File: config.mk
export PLATFORM = sky130hd
export DESIGN_NAME = crc_bus_host_flat
export DESIGN_NICKNAME = d
export VERILOG_FILES = /design/src/rtl/crc_bus_host_if.sv /design/src/rtl/crc_bus_host.sv /design/src/flat_wrapper.sv
export SDC_FILE = /design/constraint.sdc
export NUM_CORES = 1
export LEC_CHECK = 0
export BUFFER_PORTS_ARGS = -buffer_cell sky130_fd_sc_hd__buf_4
export CAP_MARGIN = 15
export CORE_UTILIZATION = 46
export CTS_BUF_LIST = sky130_fd_sc_hd__clkbuf_8
export DETAILED_ROUTE_END_ITERATION = 7
export PLACE_DENSITY = 0.84
export REMOVE_ABC_BUFFERS = 1
export SYNTH_ARGS = -nofsm -noshare
export SYNTH_HDL_FRONTEND = slang
export SYNTH_SLANG_ARGS = --single-unit
File: constraint.sdc
create_clock -name clk -period 1.99 [get_ports clk]
set_clock_uncertainty 0.05 [all_clocks]
set_input_delay 0.0995 -clock clk [delete_from_list [all_inputs] [get_ports clk]]
set_output_delay 0.0995 -clock clk [all_outputs]
set_load 0.05 [all_outputs]
File: src/rtl/crc_bus_host_if.sv
// Register-port bus between the CRC host (master) and the CRC32 peripheral (slave).
interface crc_bus_host_if;
    logic [5:0]  per_address;
    logic [31:0] per_wdata;
    logic [1:0]  per_write_n;
    logic [1:0]  per_read_n;
    logic [31:0] per_rdata;
    logic        per_ready;

    modport master (
        output per_address,
        output per_wdata,
        output per_write_n,
        output per_read_n,
        input  per_rdata,
        input  per_ready
    );

    modport slave (
        input  per_address,
        input  per_wdata,
        input  per_write_n,
        input  per_read_n,
        output per_rdata,
        output per_ready
    );
endinterface

File: src/rtl/crc_bus_host.sv
// CRC32 peripheral bus initiator: programs the peripheral, streams frame bytes
// into its FIFO with bounded bursts, then closes the frame and reads the CRC.
module crc_bus_host #(
    parameter int unsigned MAX_BURST = 8,
    parameter int unsigned DONE_WAIT = 4,
    parameter int unsigned TIMEOUT   = 255
) (
    input  logic           clk,
    input  logic           rst_n,
    input  logic [31:0]    cfg_poly,
    input  logic [2:0]     cfg_mode,
    input  logic [7:0]     s_data,
    input  logic           s_valid,
    input  logic           s_last,
    output logic           s_ready,
    output logic [31:0]    crc_out,
    output logic           crc_valid,
    output logic           busy,
    output logic           timeout_err,
    crc_bus_host_if.master bus
);

    localparam int unsigned BURST_W = 4;
    localparam int unsigned WAIT_W  = $clog2(TIMEOUT + 1);
    localparam int unsigned DONE_W  = $clog2(DONE_WAIT + 1);

    localparam logic [BURST_W-1:0] BURST_MAX = BURST_W'(MAX_BURST);
    localparam logic [WAIT_W-1:0]  WAIT_LAST = WAIT_W'(TIMEOUT - 1);
    localparam logic [DONE_W-1:0]  DONE_LAST = DONE_W'(DONE_WAIT - 1);

    localparam logic [5:0] ADDR_EN     = 6'h00;
    localparam logic [5:0] ADDR_CFG    = 6'h04;
    localparam logic [5:0] ADDR_DATA   = 6'h08;
    localparam logic [5:0] ADDR_RESULT = 6'h0C;
    localparam logic [5:0] ADDR_POLY   = 6'h10;

    localparam logic [1:0] OP_BYTE = 2'b00;
    localparam logic [1:0] OP_WORD = 2'b10;
    localparam logic [1:0] OP_NONE = 2'b11;

    typedef enum logic [3:0] {
        IDLE,
        WR_POLY,
        WR_CFG,
        WR_EN,
        GET,
        WR_DATA,
        DRAIN,
        WR_DIS,
        DWAIT,
        RD_RES
    } state_t;

    state_t              state;
    logic [2:0]          mode_q;
    logic                last_q;
    logic                abort_q;
    logic [BURST_W-1:0]  burst_cnt;
    logic [BURST_W-1:0]  burst_inc;
    logic [WAIT_W-1:0]   wait_cnt;
    logic [DONE_W-1:0]   done_cnt;

    // Saturating next value of the DATA-writes-since-drain counter.
    always_comb begin
        burst_inc = (burst_cnt == BURST_MAX) ? burst_cnt : burst_cnt + BURST_W'(1);
    end

    // Sequencer: bus outputs are registered alongside the state they belong to.
    always_ff @(posedge clk) begin
        if (!rst_n) begin
            state           <= IDLE;
            mode_q          <= 3'b000;
            last_q          <= 1'b0;
            abort_q         <= 1'b0;
            burst_cnt       <= '0;
            wait_cnt        <= '0;
            done_cnt        <= '0;
            s_ready         <= 1'b0;
            crc_out         <= 32'h0;
            crc_valid       <= 1'b0;
            busy            <= 1'b0;
            timeout_err     <= 1'b0;
            bus.per_address <= 6'h00;
            bus.per_wdata   <= 32'h0;
            bus.per_write_n <= OP_NONE;
            bus.per_read_n  <= OP_NONE;
        end else begin
            bus.per_write_n <= OP_NONE;
            bus.per_read_n  <= OP_NONE;
            crc_valid       <= 1'b0;
            case (state)
                IDLE: begin
                    if (s_valid) begin
                        mode_q          <= cfg_mode;
                        timeout_err     <= 1'b0;
                        abort_q         <= 1'b0;
                        last_q          <= 1'b0;
                        burst_cnt       <= '0;
                        busy            <= 1'b1;
                        bus.per_address <= ADDR_POLY;
                        bus.per_wdata   <= cfg_poly;
                        bus.per_write_n <= OP_WORD;
                        state           <= WR_POLY;
                    end
                end
                WR_POLY: begin
                    bus.per_address <= ADDR_CFG;
                    bus.per_wdata   <= 32'(mode_q);
                    bus.per_write_n <= OP_BYTE;
                    state           <= WR_CFG;
                end
                WR_CFG: begin
                    bus.per_address <= ADDR_EN;
                    bus.per_wdata   <= 32'h1;
                    bus.per_write_n <= OP_BYTE;
                    state           <= WR_EN;
                end
                WR_EN: begin
                    s_ready <= 1'b1;
                    state   <= GET;
                end
                GET: begin
                    if (s_valid) begin
                        s_ready         <= 1'b0;
                        last_q          <= s_last;
                        bus.per_address <= ADDR_DATA;
                        bus.per_wdata   <= 32'(s_data);
                        bus.per_write_n <= OP_BYTE;
                        state           <= WR_DATA;
                    end
                end
                WR_DATA: begin
                    burst_cnt <= burst_inc;
                    if (last_q || (burst_inc == BURST_MAX)) begin
                        bus.per_address <= ADDR_RESULT;
                        bus.per_read_n  <= OP_WORD;
                        wait_cnt        <= '0;
                        state           <= DRAIN;
                    end else begin
                        s_ready <= 1'b1;
                        state   <= GET;
                    end
                end
                DRAIN: begin
                    if (bus.per_ready) begin
                        burst_cnt <= '0;
                        if (last_q) begin
                            bus.per_address <= ADDR_EN;
                            bus.per_wdata   <= 32'h0;
                            bus.per_write_n <= OP_BYTE;
                            state           <= WR_DIS;
                        end else begin
                            s_ready <= 1'b1;
                            state   <= GET;
                        end
                    end else if (wait_cnt == WAIT_LAST) begin
                        timeout_err     <= 1'b1;
                        abort_q         <= 1'b1;
                        bus.per_address <= ADDR_EN;
                        bus.per_wdata   <= 32'h0;
                        bus.per_write_n <= OP_BYTE;
                        state           <= WR_DIS;
                    end else begin
                        wait_cnt       <= wait_cnt + WAIT_W'(1);
                        bus.per_read_n <= OP_WORD;
                    end
                end
                WR_DIS: begin
                    done_cnt <= '0;
                    state    <= DWAIT;
                end
                DWAIT: begin
                    if (done_cnt == DONE_LAST) begin
                        if (abort_q) begin
                            busy  <= 1'b0;
                            state <= IDLE;
                        end else begin
                            bus.per_address <= ADDR_RESULT;
                            bus.per_read_n  <= OP_WORD;
                            wait_cnt        <= '0;
                            state           <= RD_RES;
                        end
                    end else begin
                        done_cnt <= done_cnt + DONE_W'(1);
                    end
                end
                RD_RES: begin
                    if (bus.per_ready) begin
                        crc_out   <= bus.per_rdata;
                        crc_valid <= 1'b1;
                        busy      <= 1'b0;
                        state     <= IDLE;
                    end else if (wait_cnt == WAIT_LAST) begin
                        timeout_err <= 1'b1;
                        busy        <= 1'b0;
                        state       <= IDLE;
                    end else begin
                        wait_cnt       <= wait_cnt + WAIT_W'(1);
                        bus.per_read_n <= OP_WORD;
                    end
                end
                default: begin
                    s_ready <= 1'b0;
                    busy    <= 1'b0;
                    state   <= IDLE;
                end
            endcase
        end
    end

endmodule

File: src/flat_wrapper.sv
// flat-port wrapper written by rule: the top's interface ports become plain ports
module crc_bus_host_flat 
#(
    parameter int unsigned MAX_BURST = 8,
    parameter int unsigned DONE_WAIT = 4,
    parameter int unsigned TIMEOUT   = 255
)
  (clk, rst_n, cfg_poly, cfg_mode, s_data, s_valid, s_last, s_ready, crc_out, crc_valid, busy, timeout_err, bus_per_address, bus_per_wdata, bus_per_write_n, bus_per_read_n, bus_per_rdata, bus_per_ready);
  crc_bus_host_if bus_i ();
  input  logic clk;
  input  logic rst_n;
  input  logic [31:0] cfg_poly;
  input  logic [2:0] cfg_mode;
  input  logic [7:0] s_data;
  input  logic s_valid;
  input  logic s_last;
  output logic s_ready;
  output logic [31:0] crc_out;
  output logic crc_valid;
  output logic busy;
  output logic timeout_err;
  output wire logic [$bits(bus_i.per_address)-1:0] bus_per_address;
  output wire logic [$bits(bus_i.per_wdata)-1:0] bus_per_wdata;
  output wire logic [$bits(bus_i.per_write_n)-1:0] bus_per_write_n;
  output wire logic [$bits(bus_i.per_read_n)-1:0] bus_per_read_n;
  input wire logic [$bits(bus_i.per_rdata)-1:0] bus_per_rdata;
  input wire logic [$bits(bus_i.per_ready)-1:0] bus_per_ready;
  assign bus_per_address = bus_i.per_address;
  assign bus_per_wdata = bus_i.per_wdata;
  assign bus_per_write_n = bus_i.per_write_n;
  assign bus_per_read_n = bus_i.per_read_n;
  assign bus_i.per_rdata = bus_per_rdata;
  assign bus_i.per_ready = bus_per_ready;
  crc_bus_host #(.MAX_BURST(MAX_BURST), .DONE_WAIT(DONE_WAIT), .TIMEOUT(TIMEOUT)) u_core (.clk(clk), .rst_n(rst_n), .cfg_poly(cfg_poly), .cfg_mode(cfg_mode), .s_data(s_data), .s_valid(s_valid), .s_last(s_last), .s_ready(s_ready), .crc_out(crc_out), .crc_valid(crc_valid), .busy(busy), .timeout_err(timeout_err), .bus(bus_i));
endmodule
==> flow_summary.json, run 1 <==
{
  "design_area_mm2": 0.00682,
  "status": "finished clean",
  "hp-class": "in -> reg",
  "htree_levels": 3,
  "initial_core_util": 0.476,
  "cts_buffer_depth": 2,
  "coreArea_mm2": 0.00924,
  "worst_ep_arrival_time_ns": 2.21,
  "synth_most_common_cell": "nand2_1",
  "dieArea_mm2": 0.00996,
  "crit_path_end_kind": "flip-flop",
  "drive_gt1_frac": 0.314,
  "ant_nets": 0,
  "hold_viol": 0,
  "intPower_uw": 4660,
  "critPathCapture": "u_core.bus.per_wdata[3]",
  "crit_type": "reg -> reg",
  "required_ns": 2.24,
  "drc_errors": 0,
  "ir_worst_vdd_mv": 0.806,
  "placedInstanceArea_mm2": 0.00579,
  "synth-seq-cells": 98,
  "finalCritPeriodShare": 0.987,
  "grt_pass1_vias": 4914,
  "cp_max_fo": 14,
  "first_iter_violations": 280,
  "gp_congestion": 0.851,
  "slew_headroom": 0.499,
  "async_flop_share": 0,
  "place_ws_ns": -0.0290,
  "slew_violations": 0,
  "synth_edf_count": 0,
  "die_w_um": 99.8,
  "start_kind": "flip-flop",
  "p_sw_frac": 0.455,
  "synth.distinct_cells": 65,
  "overflow": 0,
  "grt_pass1_wl_um": 23500,
  "cts_tree": "built",
  "grt_max_degree": 55,
  "fp.dieH_um": 99.8,
  "post-route-min-period_ns": 1.96,
  "timing.rr.end": "u_core.bus.per_wdata[3]",
  "whs_ns": 0.0737,
  "synthFlopType": "dfxtp_1",
  "r2r-start": "u_core.state[2]",
  "root_buffer": "clkbuf_8",
  "yosysTopAreaCellShare": 0.446,
  "setup_viol": 0,
  "clock_latency_ns": 0.37,
  "path_clk_slew_ns": 0.10,
  "leakagePower_uw": 0.00286,
  "seqPwrFrac": 0.311,
  "synth-seq-area-share": 0.446,
  "r2r_slack_ns": 0.03,
  "pwr-share-clk": 0.158,
  "synthCells": 537,
  "viasPerCell": 5.64,
  "netlist_area_mm2": 0.00440,
  "synth_top_cells_by_count": "nand2_1, dfxtp_1, a21oi_1",
  "vias": 5095,
  "setup_slack_ns": 0.0262,
  "drt_pre_antenna_iters": 5,
  "area_growth_pct": 55.1,
  "detailed_place_hpwl_um": 8860,
  "hold_start": "s_valid",
  "tightest_slew_ns": 0.746,
  "r2r_cells": 5,
  "routed_wl_um": 15300,
  "switchingPower_uw": 3880,
  "crit_start": "u_core.state[2]",
  "io_buffers": 153,
  "maxCapViolCount": 0,
  "power_density_mw_per_mm2": 1250,
  "grt_antenna_before_repair": 0,
  "wl_per_cell_um": 17.0,
  "nets": 855,
  "diodes": 0,
  "combPwrFrac": 0.531,
  "placementRows": 35,
  "post-route-util": 0.739,
  "grt_usage": 0.298,
  "synth_largest_area_cell": "dfxtp_1",
  "finalSetupTns_ns": 0,
  "ioPinCount": 158,
  "ys_top_cells_by_area": "dfxtp_1, nand2_1, a21oi_1",
  "cts.sinks": 98,
  "nFillCells": 603,
  "yosysWarningCount": 0,
  "syn_area_per_cell_um2": 8.19,
  "cts_buffers": 9,
  "max_freq_mhz": 509
}
## metrics by stage
step,total power [µW],std cells
after global placement,6680,811
after global routing,8930,903
after detailed placement,6810,811
after CTS,8240,901
after floorplan,5310,497
final,8540,903
## repair_timing
action,CTS,global route
buffers inserted,0,1
cloned,0,1
resized for setup,2,16
endpoints found under the setup margin,2,79
endpoints found under the hold margin,69,0
pin swaps,0,4
hold buffers,74,0
## worst min path at each step
stage                                      to  depth (start not counted)  slack, ns
finish              u_core.bus.per_write_n[1]                          3       0.07
global route        u_core.bus.per_write_n[1]                          3       0.08
CTS                 u_core.bus.per_write_n[1]                          3       0.06
detailed placement          u_core.crc_out[1]                          3       0.31
global placement             u_core.mode_q[2]                          3       0.28
floorplan            u_core.bus.per_read_n[0]                          1       0.11
## layout make-up
| cell class | instances | area (µm²) | area share |
|---|---|---|---|
| Multi-Input combinational cell | 389 | 2230 | 0.327 |
| Timing Repair Buffer | 261 | 2220 | 0.325 |
| Sequential cell | 98 | 1970 | 0.289 |
| Tap cell | 129 | 161 | 0.0237 |
| Clock buffer | 10 | 138 | 0.0202 |
| Clock inverter | 6 | 63.8 | 0.00935 |
| Inverter | 10 | 37.5 | 0.00550 |
## layer usage
metal / vias up / part of all wire / track usage
met2: 268 / 0.50 / 0.520
met1: 2411 / 0.37 / 0.329
met4: 0 / 0.056 / 0.195
li1: 2339 / - / -
met5: - / 0 / 0
met3: 77 / 0.066 / 0.0620
## logic make-up (layout without fill, tap and decap cells)
| family | Yosys count | after routing | share of synthesized area |
|---|---|---|---|
| compound gates | 136 | 136 | 0.198 |
| xor+xnor | 2 | 2 | 0.00398 |
| flops | 98 | 98 | 0.446 |
| mux | 7 | 7 | 0.0159 |
| buf+inv | 52 | 287 | 0.0589 |
| fa+ha+maj | 6 | 6 | 0.0171 |
| simple gates | 234 | 234 | 0.259 |
| other cells | 2 | 4 | 0.00171 |
## state kept, by name (all words and copies together), names as in the netlist, 2 cells and up
signal and flops:
u_core.burst_cnt 4, u_core.bus.per_address 3, u_core.bus.per_wdata 32, u_core.bus.per_write_n 2, u_core.crc_out 32, u_core.done_cnt 3, u_core.mode_q 3, u_core.state 4
u_core.wait_cnt 8
## worst max-delay path, cell delays in order (launching register included)
cell,delay (ns)
dfxtp_2,0.50
buf_4,0.22
nand2b_1,0.11
nor3_1,0.59
a221oi_1,0.25
nor3_2,0.18
## power groups by stage
stage	sequential, µW	clock [µW]	combinational (µW)
after CTS	2630	1350	4270
after detailed placement	2670	0	4140
after global routing	2700	1440	4790
final	2660	1350	4530
after global placement	2650	0	4030
after floorplan	3790	0	1520
## layout by cell type, fill, tap and decap left out, types with 3 or more instances in the layout
cell type / count
buf_4: 180
nand2_1: 105
dfxtp_1: 92
dlygate4sd3_1: 74
a21oi_1: 68
nor2_1: 38
nand3_1: 33
o21ai_0: 19
inv_1: 10
clkbuf_8: 10
nor3_1: 9
nor3_2: 7
mux2i_1: 7
a31oi_1: 7
a221oi_1: 5
nor2b_1: 5
ha_1: 5
dfxtp_2: 5
o21a_1: 4
nand4_1: 4
conb_1: 4
buf_12: 4
or2_2: 3
nand2b_1: 3
a221oi_2: 3
and3_1: 3
(Power assumes the default switching activity.)
==> inputs of run 2 (changes only) <==
- CORE_UTILIZATION: 46 -> 50
- PLACE_DENSITY: 0.84 -> 0.86
- SLEW_MARGIN: not set -> 20
- clock period: 1.99 -> 2.17 ns (I/O delays scaled with it)
==> run 2 against run 1 <==
- non-clock buffer count down 3
- first-iteration DRC count up 120%
- critical endpoint is now u_core.bus.per_wdata[11]
- wire length rose by 13%
- the flow now finishes with violations (hold timing)
- maximum frequency is 7.0% lower
==> flow_summary.json, run 2 (synthesized netlist as in run 1, its figures left out) <==
{
  "r2r_slack_ns": 0.06,
  "r2r_cells": 7,
  "max_freq_mhz": 473,
  "slew_violations": 0,
  "grt_usage": 0.371,
  "placementRows": 33,
  "crit_type": "reg -> reg",
  "slew_headroom": 0.589,
  "grt_pass1_wl_um": 25900,
  "hold_viol": 1,
  "fp.dieH_um": 95.8,
  "violations": "hold timing",
  "area_growth_pct": 51.6,
  "power_density_mw_per_mm2": 1170,
  "setup_viol": 0,
  "tightest_slew_ns": 0.615,
  "drive_gt1_frac": 0.305,
  "hold_start": "cfg_poly[5]",
  "crit_start": "u_core.state[0]",
  "viasPerCell": 6.09,
  "root_buffer": "clkbuf_8",
  "ioPinCount": 158,
  "die_w_um": 95.8,
  "cts_buffer_depth": 2,
  "gp_congestion": 0.895,
  "reg_top3": "u_core.bus.per_wdata (32), u_core.crc_out (32), u_core.wait_cnt (8)",
  "crit_path_end_kind": "flip-flop",
  "vias": 5346,
  "nets": 852,
  "final_cell_mix": "buf_4, nand2_1, dfxtp_1",
  "cts_buffers": 9,
  "routed_wl_um": 17400,
  "whs_ns": -0.00471,
  "post-route-min-period_ns": 2.11,
  "dieArea_mm2": 0.00918,
  "detailed_place_hpwl_um": 9130,
  "cts_tree": "built",
  "required_ns": 2.42,
  "maxCapViolCount": 0,
  "leakagePower_uw": 0.00281,
  "grt_antenna_before_repair": 0,
  "drt_pre_antenna_iters": 5,
  "nFillCells": 444,
  "drc_errors": 0,
  "cts.sinks": 98,
  "final_common_cell": "buf_4",
  "dp_cells": 783,
  "finalSetupTns_ns": 0,
  "clock_latency_ns": 0.39,
  "start_kind": "flip-flop",
  "grt_max_degree": 34,
  "holdPathStages": 3,
  "status": "complete, but fails checks",
  "hp-class": "in -> reg",
  "wl_per_cell_um": 19.8,
  "grt_pass1_vias": 5175,
  "initial_core_util": 0.525,
  "r2r-start": "u_core.state[0]",
  "path_clk_slew_ns": 0.11,
  "worst_ep_arrival_time_ns": 2.36,
  "ant_nets": 0,
  "cp_max_fo": 24,
  "io_buffers": 153,
  "overflow": 0,
  "min_to": "u_core.bus.per_wdata[5]",
  "ir_worst_vdd_mv": 0.707,
  "htree_levels": 3,
  "coreArea_mm2": 0.00838,
  "first_iter_violations": 608,
  "finalCritPeriodShare": 0.974,
  "timing.rr.end": "u_core.bus.per_wdata[11]",
  "final_cells": 878
}
## run 2: changes by cell type in the layout (fill, tap and decap cells not counted), sizes merged
cell and delta:
clkinv +1, clkbuf -2, diode +2, dlygate4sd3 -2, bufinv -1, clkinvlp +1
## run 2: per-stage QoR
step                      power, µW   util  worst slack (ns)  area, µm²
after floorplan                4870      -            -0.263       4190
after global placement         6110  0.681             0.144       5700
after detailed placement       6200  0.681          -0.00441       5700
after CTS                      7440  0.791            0.0513       6630
after global routing           8140  0.795            -0.247       6670
final                          7820  0.796            0.0573       6670
## run 2: routing by layer
layer,share of wire,track usage
met3,0.10,0.135
met5,0,0.0298
met4,0.056,0.264
met1,0.35,0.382
met2,0.50,0.619
## run 2: worst max path at each step
stage / endpoint / slack [ns]
global route: u_core.bus.per_wdata[11] / -0.25
CTS: u_core.bus.per_wdata[5] / 0.05
finish: u_core.bus.per_wdata[11] / 0.06
detailed placement: u_core.bus.per_wdata[5] / -0.004
floorplan: u_core.bus.per_wdata[1] / -0.26
global placement: u_core.wait_cnt[7] / 0.14
## run 2: worst max-delay path, stage by stage (launching register included)
cell and delay (ns):
dfxtp_2 0.40, buf_4 0.19, or2_2 0.35, o21a_1 0.24, nand3_2 0.16, buf_4 0.30, nand2_1 0.13, a21oi_1 0.21
## run 2: area by class of cell
| class | instances | area [µm²] | area share |
|---|---|---|---|
| diodes | 2 | 5.00 | 0.000750 |
| inverters | 10 | 37.5 | 0.00563 |
| clock buffers | 9 | 124 | 0.0186 |
| well taps | 105 | 131 | 0.0197 |
| clock inverters | 7 | 60.1 | 0.00900 |
| multi-input cells | 389 | 2200 | 0.330 |
| flip-flops and latches | 98 | 1970 | 0.295 |
| repair buffers | 258 | 2140 | 0.321 |
## run 2: power by group
part,internal (µW),switching [µW],leakage (µW)
Combinational,1440,2740,0.00192
Clock,438,735,0.0000897
Sequential,2150,320,0.000799
## run 2: repair_timing
item / 4_1_cts / 5_1_grt
endpoints found under the hold margin: 68 / 0
setup endpoints to repair: 3 / 46
resized for setup: 1 / 8
setup buffers: 2 / 3
hold buffers: 72 / 0
pin swaps: 1 / 1
==> inputs of run 3 (changes only) <==
- BUFFER_PORTS_ARGS: -buffer_cell sky130_fd_sc_hd__buf_4 -> -buffer_cell sky130_fd_sc_hd__buf_2
- RECOVER_POWER: not set -> 25
- REMOVE_ABC_BUFFERS: 1 -> not set
==> run 3 against run 2 <==
- the flow now finishes without violations
- die area unchanged
- worst setup slack worse by 0.0042 ns
- sequential share of layout area up 1.9 points
- maximum frequency down 0.20%
- register-to-register slack about the same
- non-clock buffer count down 2
- global-route usage down 6.0 points
- wire length down 16%
- clock power down 7%
- first-iteration DRC count down 42%
==> flow_summary.json, run 3 (synthesized netlist as in run 1, its figures left out) <==
{
  "status": "finished clean",
  "crit_type": "reg -> reg",
  "overflow": 0,
  "drt_pre_antenna_iters": 6,
  "dieArea_mm2": 0.00918,
  "leakagePower_uw": 0.00257,
  "dp_cells": 783,
  "coreArea_mm2": 0.00838,
  "grt_max_degree": 47,
  "ir_worst_vdd_mv": 0.588,
  "cp_slowest_stage_delay_ns": 0.32,
  "grt_pass1_wl_um": 21800,
  "clock_latency_ns": 0.36,
  "slew_violations": 0,
  "initial_core_util": 0.525,
  "grt_pass1_vias": 4531,
  "cpMaxStageDelayCell": "dfxtp_1",
  "drive_gt1_frac": 0.256,
  "cts_tree": "built",
  "multi_input_area_mm2": 0.00224,
  "root_buffer": "clkbuf_8",
  "finalSetupTns_ns": 0,
  "finalCritPeriodShare": 0.976,
  "cts_buffers": 9,
  "io_buffers": 153,
  "hold_viol": 0,
  "nets": 850,
  "start_kind": "flip-flop",
  "tightest_slew_ns": 0.641,
  "reg_top3": "u_core.bus.per_wdata (32), u_core.crc_out (32), u_core.wait_cnt (8)",
  "cts.sinks": 98,
  "viasPerCell": 5.66,
  "worst_ep_arrival_time_ns": 2.35,
  "slew_headroom": 0.575,
  "power_density_mw_per_mm2": 1180,
  "fp.dieH_um": 95.8,
  "setup_viol": 0,
  "detailed_place_hpwl_um": 8620,
  "cts_buffer_depth": 2,
  "total_power_uw": 7380,
  "final_cell_mix": "buf_2, nand2_1, dfxtp_1",
  "worst-path-buf-inv": 3,
  "diodes": 0,
  "regArea_mm2": 0.00197,
  "routed_wl_um": 14600,
  "die_w_um": 95.8,
  "ioPinCount": 158,
  "gp_congestion": 0.843,
  "wl_per_cell_um": 16.7,
  "vias": 4946,
  "path_clk_slew_ns": 0.10,
  "cp_max_fo": 17,
  "drc_errors": 0,
  "crit_path_end_kind": "flip-flop",
  "post-route-min-period_ns": 2.12,
  "path_cells": "inv_1, ha_1, nand4_4, o311ai_4, buf_6, and3_2, buf_12, nand3_1, a21oi_1",
  "first_iter_violations": 354,
  "ant_nets": 0,
  "max_freq_mhz": 472,
  "grt_antenna_before_repair": 0,
  "cpLargestDelayFamily": "simple AND/OR/NAND/NOR gates",
  "area_growth_pct": 42.5,
  "nFillCells": 591,
  "grt_usage": 0.311,
  "final_cells": 874,
  "grt_setup_unrepaired": "no",
  "hp-class": "in -> reg",
  "maxCapViolCount": 0,
  "final_common_cell": "buf_2",
  "htree_levels": 3,
  "placementRows": 33,
  "required_ns": 2.40
}
-- run 3: tightest hold or removal path: stages --
cell	delay (ns)
buf_2	0.08
a221oi_1	0.08
nor3_2	0.15
-- run 3: layer usage --
layer	part of all wire	track usage	wire, µm	vias up
li1	-	-	-	2317
met1	0.38	0.342	5540	2294
met2	0.50	0.519	7330	285
met3	0.089	0.114	1310	50
met4	0.030	0.170	442	0
met5	0	0	0	-
-- run 3: where the power goes --
group	internal (µW)	switching, µW	leakage (µW)
clock	435	658	0.0000921
combinational	1190	2660	0.00168
sequential	2150	286	0.000799
total	3780	3600	0.00257
-- run 3: final cells by class --
type / count / share of cell area
clock inverters: 7 / 0.00938
multi-input cells: 389 / 0.357
repair buffers: 256 / 0.273
clock buffers: 9 / 0.0198
flip-flops and latches: 98 / 0.314
inverters: 10 / 0.00599
well taps: 105 / 0.0209
-- run 3: final timing paths --
path                                          from                  endpoint  slack, ns  depth (start not counted)
worst max register to register  u_core.wait_cnt[0]  u_core.bus.per_wdata[26]       0.05                          9
worst max-delay path            u_core.wait_cnt[0]  u_core.bus.per_wdata[26]       0.05                          9
worst min-delay path                     s_data[4]   u_core.bus.per_wdata[4]       0.06                          3
worst min register to register  u_core.crc_out[20]        u_core.crc_out[20]       0.41                          2
-- run 3: timing repair --
action                                  CTS  global route
endpoints found under the hold margin    68             1
hold buffers                             72             1
pin swaps                                 1             1
gates cloned                              0             1
resized for setup                         0            16
endpoints found under the setup margin    7            26
buffers inserted                          1             0
-- run 3: per-stage QoR --
step | cell area (µm²) | util | hold WS (ns) | setup WS [ns]
floorplan | 4410 | - | 0.195 | 0.267
detailed placement | 5320 | 0.635 | 0.304 | 0.0251
finish | 6270 | 0.748 | 0.0625 | 0.0531
global route | 6270 | 0.748 | 0.0311 | 0.00259
CTS | 6230 | 0.744 | 0.00555 | 0.0418
global placement | 5320 | 0.635 | 0.295 | 0.120
